`config.mk`:
```
export PLATFORM = sky130hd
export DESIGN_NAME = alu_cmd_issuer
export DESIGN_NICKNAME = d
export VERILOG_FILES = /design/src/rtl/alu_pkg.sv /design/src/rtl/alu_op_decode.sv /design/src/rtl/alu_cmd_issuer.sv
export SDC_FILE = /design/constraint.sdc
export NUM_CORES = 1
export LEC_CHECK = 0
export BUFFER_PORTS_ARGS = -buffer_cell sky130_fd_sc_hd__buf_2
export CAP_MARGIN = 20
export CORE_ASPECT_RATIO = 0.6
export CORE_UTILIZATION = 45
export CTS_CLUSTER_SIZE = 12
export DETAILED_ROUTE_END_ITERATION = 10
export GPL_TIMING_DRIVEN = 0
export MAX_ROUTING_LAYER = met4
export PLACE_DENSITY = 0.79
export SYNTH_ARGS = -nofsm -noshare
export SYNTH_HDL_FRONTEND = slang
export SYNTH_SLANG_ARGS = --single-unit
export TNS_END_PERCENT = 100
```
`constraint.sdc`:
```
create_clock -name clk -period 1.9 [get_ports clk]
set_clock_uncertainty 0.05 [all_clocks]
set_input_delay 0.285 -clock clk [delete_from_list [all_inputs] [get_ports clk]]
set_output_delay 0.285 -clock clk [all_outputs]
set_load 0.005 [all_outputs]
```
`src/rtl/alu_pkg.sv`:
```
// Shared constants and types for the ALU command issuer.
package alu_pkg;

  // Command operation codes
  localparam logic [2:0] OP_AND = 3'd0;
  localparam logic [2:0] OP_OR  = 3'd1;
  localparam logic [2:0] OP_ADD = 3'd2;
  localparam logic [2:0] OP_SUB = 3'd3;
  localparam logic [2:0] OP_SLT = 3'd4;

  // Function select encodings understood by the external ALU
  localparam logic [2:0] ALU_F_AND = 3'b000;
  localparam logic [2:0] ALU_F_OR  = 3'b001;
  localparam logic [2:0] ALU_F_ADD = 3'b010;
  localparam logic [2:0] ALU_F_SUB = 3'b110;
  localparam logic [2:0] ALU_F_SLT = 3'b111;

  // Issuer control states: idle, one-cycle execute, response hold
  typedef enum logic [1:0] {
    StIdle = 2'd0,
    StExec = 2'd1,
    StResp = 2'd2
  } state_e;

endpackage

```
`src/rtl/alu_op_decode.sv`:
```
// Maps a command opcode to the ALU function select and flags unknown codes.
module alu_op_decode
  import alu_pkg::*;
(
  input  logic [2:0] op,
  output logic [2:0] f,
  output logic       illegal
);

  // Pure lookup; unknown codes fall back to AND with the illegal flag raised
  always_comb begin
    f       = ALU_F_AND;
    illegal = 1'b0;
    unique case (op)
      OP_AND:  f = ALU_F_AND;
      OP_OR:   f = ALU_F_OR;
      OP_ADD:  f = ALU_F_ADD;
      OP_SUB:  f = ALU_F_SUB;
      OP_SLT:  f = ALU_F_SLT;
      default: illegal = 1'b1;
    endcase
  end

endmodule

```
`src/rtl/alu_cmd_issuer.sv`:
```
// Accepts ALU commands, drives registered operands to an external ALU, and
// returns the captured result with the command tag over a valid/ready channel.
module alu_cmd_issuer
  import alu_pkg::*;
(
  input  logic        clk,
  input  logic        reset,
  input  logic        cmd_valid,
  output logic        cmd_ready,
  input  logic [2:0]  cmd_op,
  input  logic [31:0] cmd_a,
  input  logic [31:0] cmd_b,
  input  logic [3:0]  cmd_tag,
  output logic [31:0] alu_a,
  output logic [31:0] alu_b,
  output logic [2:0]  alu_f,
  input  logic [31:0] alu_y,
  input  logic        alu_z,
  output logic        rsp_valid,
  input  logic        rsp_ready,
  output logic [31:0] rsp_y,
  output logic        rsp_z,
  output logic [3:0]  rsp_tag,
  output logic        rsp_err
);

  state_e      state_q, state_d;
  logic [31:0] alu_a_q, alu_a_d;
  logic [31:0] alu_b_q, alu_b_d;
  logic [2:0]  alu_f_q, alu_f_d;
  logic [3:0]  tag_q, tag_d;
  logic [31:0] rsp_y_q, rsp_y_d;
  logic        rsp_z_q, rsp_z_d;
  logic [3:0]  rsp_tag_q, rsp_tag_d;
  logic        rsp_err_q, rsp_err_d;
  // Completed-response counter, observed only by verification
  logic [15:0] op_count_q, op_count_d;

  logic [2:0]  dec_f;
  logic        dec_illegal;
  logic        accept;

  alu_op_decode u_decode (
    .op      (cmd_op),
    .f       (dec_f),
    .illegal (dec_illegal)
  );

  // A new command may enter when idle, or when the held response leaves this cycle
  assign cmd_ready = (state_q == StIdle) || ((state_q == StResp) && rsp_ready);
  assign accept    = cmd_valid && cmd_ready;

  assign alu_a     = alu_a_q;
  assign alu_b     = alu_b_q;
  assign alu_f     = alu_f_q;
  assign rsp_valid = (state_q == StResp);
  assign rsp_y     = rsp_y_q;
  assign rsp_z     = rsp_z_q;
  assign rsp_tag   = rsp_tag_q;
  assign rsp_err   = rsp_err_q;

  // Next-state and register-load decisions
  always_comb begin
    state_d    = state_q;
    alu_a_d    = alu_a_q;
    alu_b_d    = alu_b_q;
    alu_f_d    = alu_f_q;
    tag_d      = tag_q;
    rsp_y_d    = rsp_y_q;
    rsp_z_d    = rsp_z_q;
    rsp_tag_d  = rsp_tag_q;
    rsp_err_d  = rsp_err_q;
    op_count_d = op_count_q;

    unique case (state_q)
      StIdle: ;
      StExec: begin
        // ALU output is valid against the operands applied this cycle
        state_d   = StResp;
        rsp_y_d   = alu_y;
        rsp_z_d   = alu_z;
        rsp_err_d = 1'b0;
        rsp_tag_d = tag_q;
      end
      StResp: begin
        if (rsp_ready) begin
          op_count_d = op_count_q + 16'd1;
          state_d    = StIdle;
        end
      end
      default: state_d = StIdle;
    endcase

    // Accept only happens in idle or a completing response, so it overrides the above
    if (accept) begin
      if (dec_illegal) begin
        // Illegal ops skip the ALU; operand registers are left untouched
        state_d   = StResp;
        rsp_y_d   = 32'd0;
        rsp_z_d   = 1'b0;
        rsp_err_d = 1'b1;
        rsp_tag_d = cmd_tag;
      end else begin
        state_d = StExec;
        alu_a_d = cmd_a;
        alu_b_d = cmd_b;
        alu_f_d = dec_f;
        tag_d   = cmd_tag;
      end
    end
  end

  // State and payload registers with synchronous reset
  always_ff @(posedge clk) begin
    if (reset) begin
      state_q    <= StIdle;
      alu_a_q    <= 32'd0;
      alu_b_q    <= 32'd0;
      alu_f_q    <= ALU_F_AND;
      tag_q      <= 4'd0;
      rsp_y_q    <= 32'd0;
      rsp_z_q    <= 1'b0;
      rsp_tag_q  <= 4'd0;
      rsp_err_q  <= 1'b0;
      op_count_q <= 16'd0;
    end else begin
      state_q    <= state_d;
      alu_a_q    <= alu_a_d;
      alu_b_q    <= alu_b_d;
      alu_f_q    <= alu_f_d;
      tag_q      <= tag_d;
      rsp_y_q    <= rsp_y_d;
      rsp_z_q    <= rsp_z_d;
      rsp_tag_q  <= rsp_tag_d;
      rsp_err_q  <= rsp_err_d;
      op_count_q <= op_count_d;
    end
  end

endmodule

```
# == Word-level counts from Yosys, hierarchy flattened ==
# Index checks and enable logic that the tools add are counted.
# W data, S select, Z words.
# word_totals
ff_bits,111
out_inout_bits,107
elab_cells,42
# classes
eq_ne,8
muxes,17
reduce_logical,8
# op_table
op,count
$mux W32,3
$mux W4,3
$pmux W3 S4,1
$eq A3 B2 Y1 const B,2
$mux W1,6
$mux W2,3
$pmux W2 S3,1
$reduce_or A5 Y1,1
$reduce_and A2 Y1,2
$eq A3 B1 Y1 const B,1
$eq A3 B3 Y1 const B,1
$logic_not A3 Y1,1
$ne A3 B1 Y1 const B,1
$eq A2 B1 Y1 const B,1
$eq A2 B2 Y1 const B,1
$logic_and A1 B1 Y1,2
$logic_not A2 Y1,1
$ne A2 B2 Y1 const B,1
$logic_or A1 B1 Y1,1

# == Depth between registers and ports, before layout ==
# Gate-level depths: netlist of the first run.
# logic_depth
depth_word,6
depth_mapped,6

# == Modules after synthesis ==
# A second synthesis of the first run with hierarchy kept.
# unflattened
cells_unflattened,532
area_unflattened_um2,4717.0
# by_module_without_submodules
mod,instances,cells_per_inst,area_per_inst_um2
alu_cmd_issuer,1,525,4672.0
alu_op_decode,1,7,45.0

# == Worst setup path after synthesis of the first run ==
# OpenSTA, ideal clock, no wires.
# synth_path
kind,register to register
startpoint,register state_q[0]
endpoint,register rsp_y_q[10] (netlist: rsp_y[10])
setup_time_ns,0.120
arrival_ns,1.294
setup_slack_ns,0.437
path_stages_with_launch,6
period_less_slack_ns,1.463
cell_sequence,dfxtp_1 nand2b_1 clkbuf_1 o31ai_2 buf_2 a21oi_1
# synth_via
elab_chain_cells,5
elab_cells_between_ends,9
# synth_rtl
element,line,source
"start, declared",alu_cmd_issuer.sv:27,"state_e state_q, state_d;"
"start signal, assigned",alu_cmd_issuer.sv:116,state_q <= StIdle;
"start signal, assigned",alu_cmd_issuer.sv:127,state_q <= state_d;
$eq A2 B2 Y1,alu_cmd_issuer.sv:50,assign cmd_ready = (state_q == StIdle) || ((state_q == StResp) && rsp_ready);
$logic_and A1 B1 Y1,alu_cmd_issuer.sv:50,
$logic_or A1 B1 Y1,alu_cmd_issuer.sv:50,
$logic_and A1 B1 Y1,alu_cmd_issuer.sv:51,assign accept = cmd_valid && cmd_ready;
$mux W32 *,alu_cmd_issuer.sv:95,if (accept) begin
"end signal, assigned",alu_cmd_issuer.sv:132,rsp_y_q <= rsp_y_d;
"end, declared",alu_cmd_issuer.sv:32,"logic [31:0] rsp_y_q, rsp_y_d;"
# Every way passes the cells marked *; elsewhere a longest branch is shown, timed or not.
# A chain may end at the register's enable or synchronous reset.

# == Worst setup path after layout of the first run ==
# layout_path
startpoint,register state_q[1]
endpoint,output port cmd_ready
# layout_via
elab_chain_cells,3
elab_cells_between_ends,4
# layout_rtl
element,line,source
$eq A2 B2 Y1,alu_cmd_issuer.sv:50,
$logic_and A1 B1 Y1,alu_cmd_issuer.sv:50,
$logic_or A1 B1 Y1 *,alu_cmd_issuer.sv:50,
"end, declared",alu_cmd_issuer.sv:9,"output logic cmd_ready,"
# Marked as above.

==> impl_results.md, run 1 <==
- Post-DR wirelength/cell: about 14 um
- Total negative slack: 0 ps
- Core footprint: 9190 um^2
- Clk slew on worst S/H paths: ~70 ps
- Diode count: 0
- Min Tclk post-route: about 1800 ps
- Post-synth EDFFs: 0
- First-pass GRT wire length: 18800 um
- RSZ-0062 raised after global routing: false
- # fillers: between 800 and 900
- # H-tree levels: 3
- Via count: approximately 4.1k
- Global placer's final weighted congestion: between 0.8 and 0.9
- Initial antenna violation count: 0
- Max transition margin: roughly three fifths
- Status: finished clean
- Final setup vio count: 0
- Cell area after synthesis: between 4000 and 5000 um^2
- Crit path DAT: around 1400 ps
- DRC viols: 0
- Cts bufs inserted: 9
- Power Total: about 5.1 mW
- Largest net degree at the start of global routing: 20
- Final HPWL DP: ~9000 um
- Crit-path most repeated cell: buf_2
- Leakage: roughly 2.8 nW
- Critical path class: flip-flop to output pin
- Synth Flop Type: dfxtp_1
- Grt ovf: 0
- Mean number of vias per cell: ~4.8
- CTS tree: built
- Crit Reg-Reg Startpoint: state_q[0]
- Crit path max fanout: 10
- Die width: about 130 um
- Max stage delay on crit path: ~370 ps
- Yosys warnings: 0
- Post-Syn Area per Cell: about 8.6 um^2
- Clk_lat worst skew: 340 ps
- CP max stage cell: dfxtp_1
- Die span in y: about 78 um
- Synth Instances: roughly 500
- Clock sinks: between 100 and 150
- Fmax: roughly 0.57 GHz
- Crit-path leading delay family: buffers and inverters
- Max Cap Viol: 0
- Tightest Pin Transition: about 600 ps
- Finished Layout Cells: roughly 860
- Worst Setup SP: state_q[1]
- Synth unique cells: 26
- CP startpoint kind: flip-flop
- #FFs+latches synth: 111
- Syn nets: ~610
- Crit share post-route: about 93%
- Global-route usage over all layers: 24.5%
- Slew Limit Fails: 0
- Min-delay src: alu_y[14]
- Cell breakdown of the critical path: nor2b_2 -> buf_2 -> nor2_1 -> buf_2
- Required time of the critical path: 1560 ps
- Vias in the first global route: 4060
- Cell Pwr Density: between 800 and 900 nW/um^2
- Area after DPL: roughly 5500 um^2
- Number of I/O port buffers: 212
- DR pass1 iterations: 4
- Root Buffer: clkbuf_16
- Layout Utilization: around 63%
- Initial Utilization: 46.6%
- Fin. Hold Viols: 0
- # placed instances: roughly 840
- Bufs on Longest Clock Path: 2
- DRT iter0 DRCs: 187
- Hold-fix buffers, CTS: 0
- Sequential-to-total area share from yosys stat: 51.9%
- Min-delay worst type: primary input to flip-flop
- Design area: roughly 6000 um^2
- P&R area growth vs syn: 36.2%
- Antenna Nets Post-Route: 0
- Wirelength, routed: between 10000 and 15000 um
- FFs w/ async S/R, synth: 0%
- Ratio of cells with drive above 1 in the final layout: about a third
- CP endpoint kind: output pin
- IR drop worst, VDD: 0.444 mV
- Placement Rows: 27
- Buf/Inv on CP: 2
- Nets: between 800 and 900
- Area of the die: approximately 9900 um^2
- # IOs: about 220
-- per-stage QoR --
stage               hold WS [ps]  worst slack (ps)
floorplan                    371               437
global placement             389              12.9
detailed placement           394             -42.0
CTS                          113              15.6
global route                 114              16.2
finish                       123               134
-- power by group --
| part | internal, mW | switching [mW] | total [mW] |
|---|---|---|---|
| sequential | 2.45 | 0.0657 | 2.52 |
| combinational | 0.316 | 0.361 | 0.677 |
| clock | 1.04 | 0.883 | 1.92 |
| total | 3.81 | 1.31 | 5.12 |
-- final timing paths --
path         slack (ps)  cells past startpoint   endpoint
max                 130                      4  cmd_ready
min reg2reg         400                      2  rsp_y[14]
max reg2reg         140                      5  alu_b[19]
min                 120                      3  rsp_y[14]
-- per-layer routing --
| layer | track usage, % | wire (um) | share of wire [%] | vias to the layer above |
|---|---|---|---|---|
| li1 | - | - | - | 2074 |
| met1 | 30.5 | 5330 | 46 | 1877 |
| met2 | 39.3 | 5290 | 46 | 156 |
| met3 | 6.07 | 746 | 6.4 | 23 |
| met4 | 7.88 | 257 | 2.2 | 0 |
| met5 | - | 0 | 0 | - |
-- cells in the final DEF (no fill, tap or decap), types with 2 or more instances in the layout --
cell,instances
a21oi_1,36
clkbuf_16,9
mux2i_1,68
buf_2,224
a31oi_1,5
o32ai_1,2
nand2b_1,3
clkinvlp_4,3
nor3_1,2
nor2b_1,3
o41ai_1,4
clkbuf_1,21
nand2_1,213
nor2_1,2
buf_4,3
dfxtp_1,111
-- final cells by class --
cell class                 instances  area [um^2]  area share, %
timing repair buffer             212         1060           18.2
inverter                           1         3.75         0.0644
clock inverter                     7         81.3           1.40
tap                              130          163           2.79
clock buffer                       9          225           3.86
sequential                       111         2220           38.1
buffer                            38          170           2.92
multi-input combinational        349         1900           32.6
-- state kept, by name, summed over array words and instances, names as in the netlist --
| name | cells |
|---|---|
| rsp_y | 32 |
| rsp_err | 1 |
| state_q | 2 |
| rsp_tag | 4 |
| alu_b | 32 |
| tag_q | 4 |
| alu_a | 32 |
| alu_f | 3 |
| rsp_z | 1 |
-- Yosys cell counts (2+ instances only) --
| master | number | share of area (%) |
|---|---|---|
| a31oi_1 | 5 | 0.73 |
| nor2b_1 | 4 | 0.58 |
| buf_2 | 12 | 1.4 |
| nand2_1 | 213 | 19 |
| nor2_1 | 2 | 0.18 |
| mux2i_1 | 68 | 16 |
| buf_4 | 3 | 0.53 |
| o32ai_1 | 2 | 0.41 |
| dfxtp_1 | 111 | 52 |
| nand2b_1 | 3 | 0.44 |
| o41ai_1 | 4 | 0.82 |
| clkbuf_1 | 22 | 1.9 |
| nor3_1 | 2 | 0.23 |
| a21oi_1 | 36 | 4.2 |
-- repair_timing --
action	CTS	global route
setup buffers	0	0
setup endpoints to repair	0	44
gates resized for setup	0	5
endpoints found under the hold margin	0	0
-- worst register-to-register path, stage by stage (launching register included) --
cell and delay, ps:
dfxtp_1 350, nand2b_1 200, nor3_4 320, buf_4 270, buf_4 250, mux2i_1 240
-- kinds of logic (layout without fill, tap and decap cells) --
kind of cell              count (synthesis)  in the layout  share of synthesized area [%]
xor gates and xnor gates                  1              1                          0.205
AOI/OAI and AO/OA                        52             52                           7.11
muxes                                    68             68                           15.9
and+or+nand+nor                         228            228                           20.8
buffers and inverters                    39            267                           4.03
DFF                                     111            111                           51.9
No activity file was read; power rests on OpenSTA's default activity.
==> inputs of run 2 (changes only) <==
CORE_UTILIZATION = 47   (was 45)
PLACE_DENSITY = 0.8   (was 0.79)
SYNTH_HIERARCHICAL = 1   (was not set)
TNS_END_PERCENT = not set   (was 100)
==> impl_results.md, run 2 <==
- Critical path class: flip-flop to output pin
- Wirelength, routed: ~15000 um
- Global-route usage over all layers: between 20 and 30%
- Synth Flop Type: dfxtp_1
- Bufs on Longest Clock Path: 2
- # IOs: between 200 and 250
- Synth Instances: ~530
- Initial Utilization: approximately half
- Crit path DAT: roughly 1500 ps
- FFs w/ async S/R, synth: 0%
- Most frequent cells in the layout: 253 x buf_2, 110 x dfxtp_1, 105 x a21oi_1
- Core footprint: around 9500 um^2
- Grt ovf: 0
- Cell with the most instances after synthesis: dfxtp_1
- Crit-path leading delay family: buffers and inverters
- Syn nets: 640
- # Post-CTS Setup Buffers: 0
- Die width: ~130 um
- Buf/Inv on CP: 4
- Tightest Pin Transition: between 500 and 600 ps
- Mean number of vias per cell: between 5 and 6
- Yosys warnings: 6
- Initial antenna violation count: 0
- Vias in the first global route: between 4k and 5k
- Crit share post-route: between 90% and 100%
- Fmax: roughly 0.56 GHz
- # fillers: about 830
- Post-synth top area share: between 40 and 50%
- Ratio of cells with drive above 1 in the final layout: slightly below 40%
- Leakage: ~2.8 nW
- Synth cell count leaders: 111 x dfxtp_1, 105 x a21oi_1, 75 x nand2_1
- Fin Hold WS: around 120 ps
- CP endpoint kind: output pin
- Layout Utilization: between 60% and 70%
- Cell area after synthesis: around 4700 um^2
- DRC viols: 0
- DRT met1 WL: between 6000 and 7000 um
- First-pass GRT wire length: 22900 um
- Slew Limit Fails: 0
- Final HPWL DP: between 10000 and 15000 um
- RSZ-0062 raised after global routing: false
- DR pass1 iterations: 4
- Antenna Nets Post-Route: 0
- Crit path max fanout: 10
- Clk slew on worst S/H paths: around 80 ps
- Max Cap Viol: 0
- Required time of the critical path: roughly 1600 ps
- WL met3: between 1000 and 1500 um
- Cell Pwr Density: slightly below 900 nW/um^2
- Clk_lat worst skew: roughly 340 ps
- Final setup vio count: 0
- Root Buffer: clkbuf_16
- Synth unique cells: 25
- Synth area leaders: dfxtp_1 47%, a21oi_1 11%, nand4_1 9.4%
- Diode count: 0
- FF/Latch Area: roughly 2200 um^2
- Area of the die: between 10000 and 15000 um^2
- Min Tclk post-route: about 1800 ps
- Post-synth EDFFs: 0
- Max transition margin: between 60% and 70%
- Via count: roughly 5k
- Fin. Hold Viols: 0
- CP startpoint kind: flip-flop
- Nets: approximately 870
- CP max stage cell: dfxtp_2
- DRT iter0 DRCs: between 200 and 300
- Area leader, netlist: dfxtp_1
- Die span in y: between 70 and 80 um
- Largest net degree at the start of global routing: 19
- Clock sinks: 111
- Status: finished clean
- Power Total: 5.53 mW
- Max stage delay on crit path: ~360 ps
- Cts bufs inserted: 9
- Number of I/O port buffers: approximately 210
- IR drop worst, VDD: around 0.45 mV
- Placement Rows: 27
- #FFs+latches synth: between 100 and 150
- Hold-fix buffers, CTS: 0
- Area of the multi-input gates: 2060 um^2
- Min-delay worst type: primary input to flip-flop
- Highest routed layer: met4
- Cell breakdown of the critical path: nor2b_4 -> buf_6 -> buf_8 -> buf_6 -> nor2_1 -> buf_2
- Global placer's final weighted congestion: between 0.8 and 0.9
- Post-DR wirelength/cell: roughly 17 um
- Total negative slack: 0 ps
- Met2 WL: ~6700 um
- CTS tree: built
- P&R area growth vs syn: 33.5%
- Post-Syn Area per Cell: 8.87 um^2
- Crit-path most repeated cell: buf_6
- Sequential-to-total area share from yosys stat: between 40% and 50%
- # H-tree levels: 3
- Most common cell after layout, fill and taps aside: buf_2
==> run 2: worst register-to-register path, cell delays in order, from the launching register on <==
cell	delay, ps
dfxtp_1	370
nand2b_4	160
buf_6	130
buf_8	140
buf_6	150
o31ai_1	230
a21oi_1	110
==> run 2: worst paths after layout <==
check             startpoint        end  slack, ps  cells past startpoint
setup / recovery  state_q[1]  cmd_ready        120                      6
hold / removal     alu_y[23]  rsp_y[23]        120                      3
setup reg to reg  state_q[0]   alu_b[6]        430                      6
hold reg to reg    rsp_y[16]  rsp_y[16]        400                      2
==> run 2: final cells by class <==
| cell class | count | share of cell area, % |
|---|---|---|
| tap | 130 | 2.58 |
| timing repair buffer | 214 | 17.0 |
| inverter | 2 | 0.119 |
| sequential | 111 | 35.3 |
| clock inverter | 6 | 1.85 |
| buffer | 69 | 6.74 |
| clock buffer | 10 | 3.64 |
| multi-input combinational | 350 | 32.8 |
==> run 2: repair_timing <==
item / in CTS / in global routing
endpoints found under the setup margin: 0 / 1
endpoints found under the hold margin: 0 / 0
resized for setup: 0 / 1
==> run 2: metal layers <==
layer	vias to the layer above	GRT usage (%)
met3	22	5.84
met1	2384	37.0
met5	-	-
met2	242	43.9
met4	0	8.26
li1	2424	-
==> run 2: cell families (layout without fill, tap and decap cells) <==
group           Yosys count  count (layout)  synth area share [%]
compound gates          188             188                  26.0
simple gates            161             161                  17.5
xor+xnor                  1               1                 0.186
buf+inv                  71             301                  9.15
flops                   111             111                  47.1
==> run 2: report_power, final <==
group          internal [mW]  switching [mW]
combinational          0.349           0.475
sequential              2.44          0.0682
clock                   1.30           0.889
==> run 2: through the flow <==
step / instances / setup WS [ps] / area [um^2]
final: 892 / 115 / 6300
after global routing: 892 / 25.7 / 6300
after CTS: 892 / 28.7 / 6300
after detailed placement: 876 / 74.2 / 5950
after global placement: 876 / 139 / 5950
after floorplan: 532 / 544 / 4720
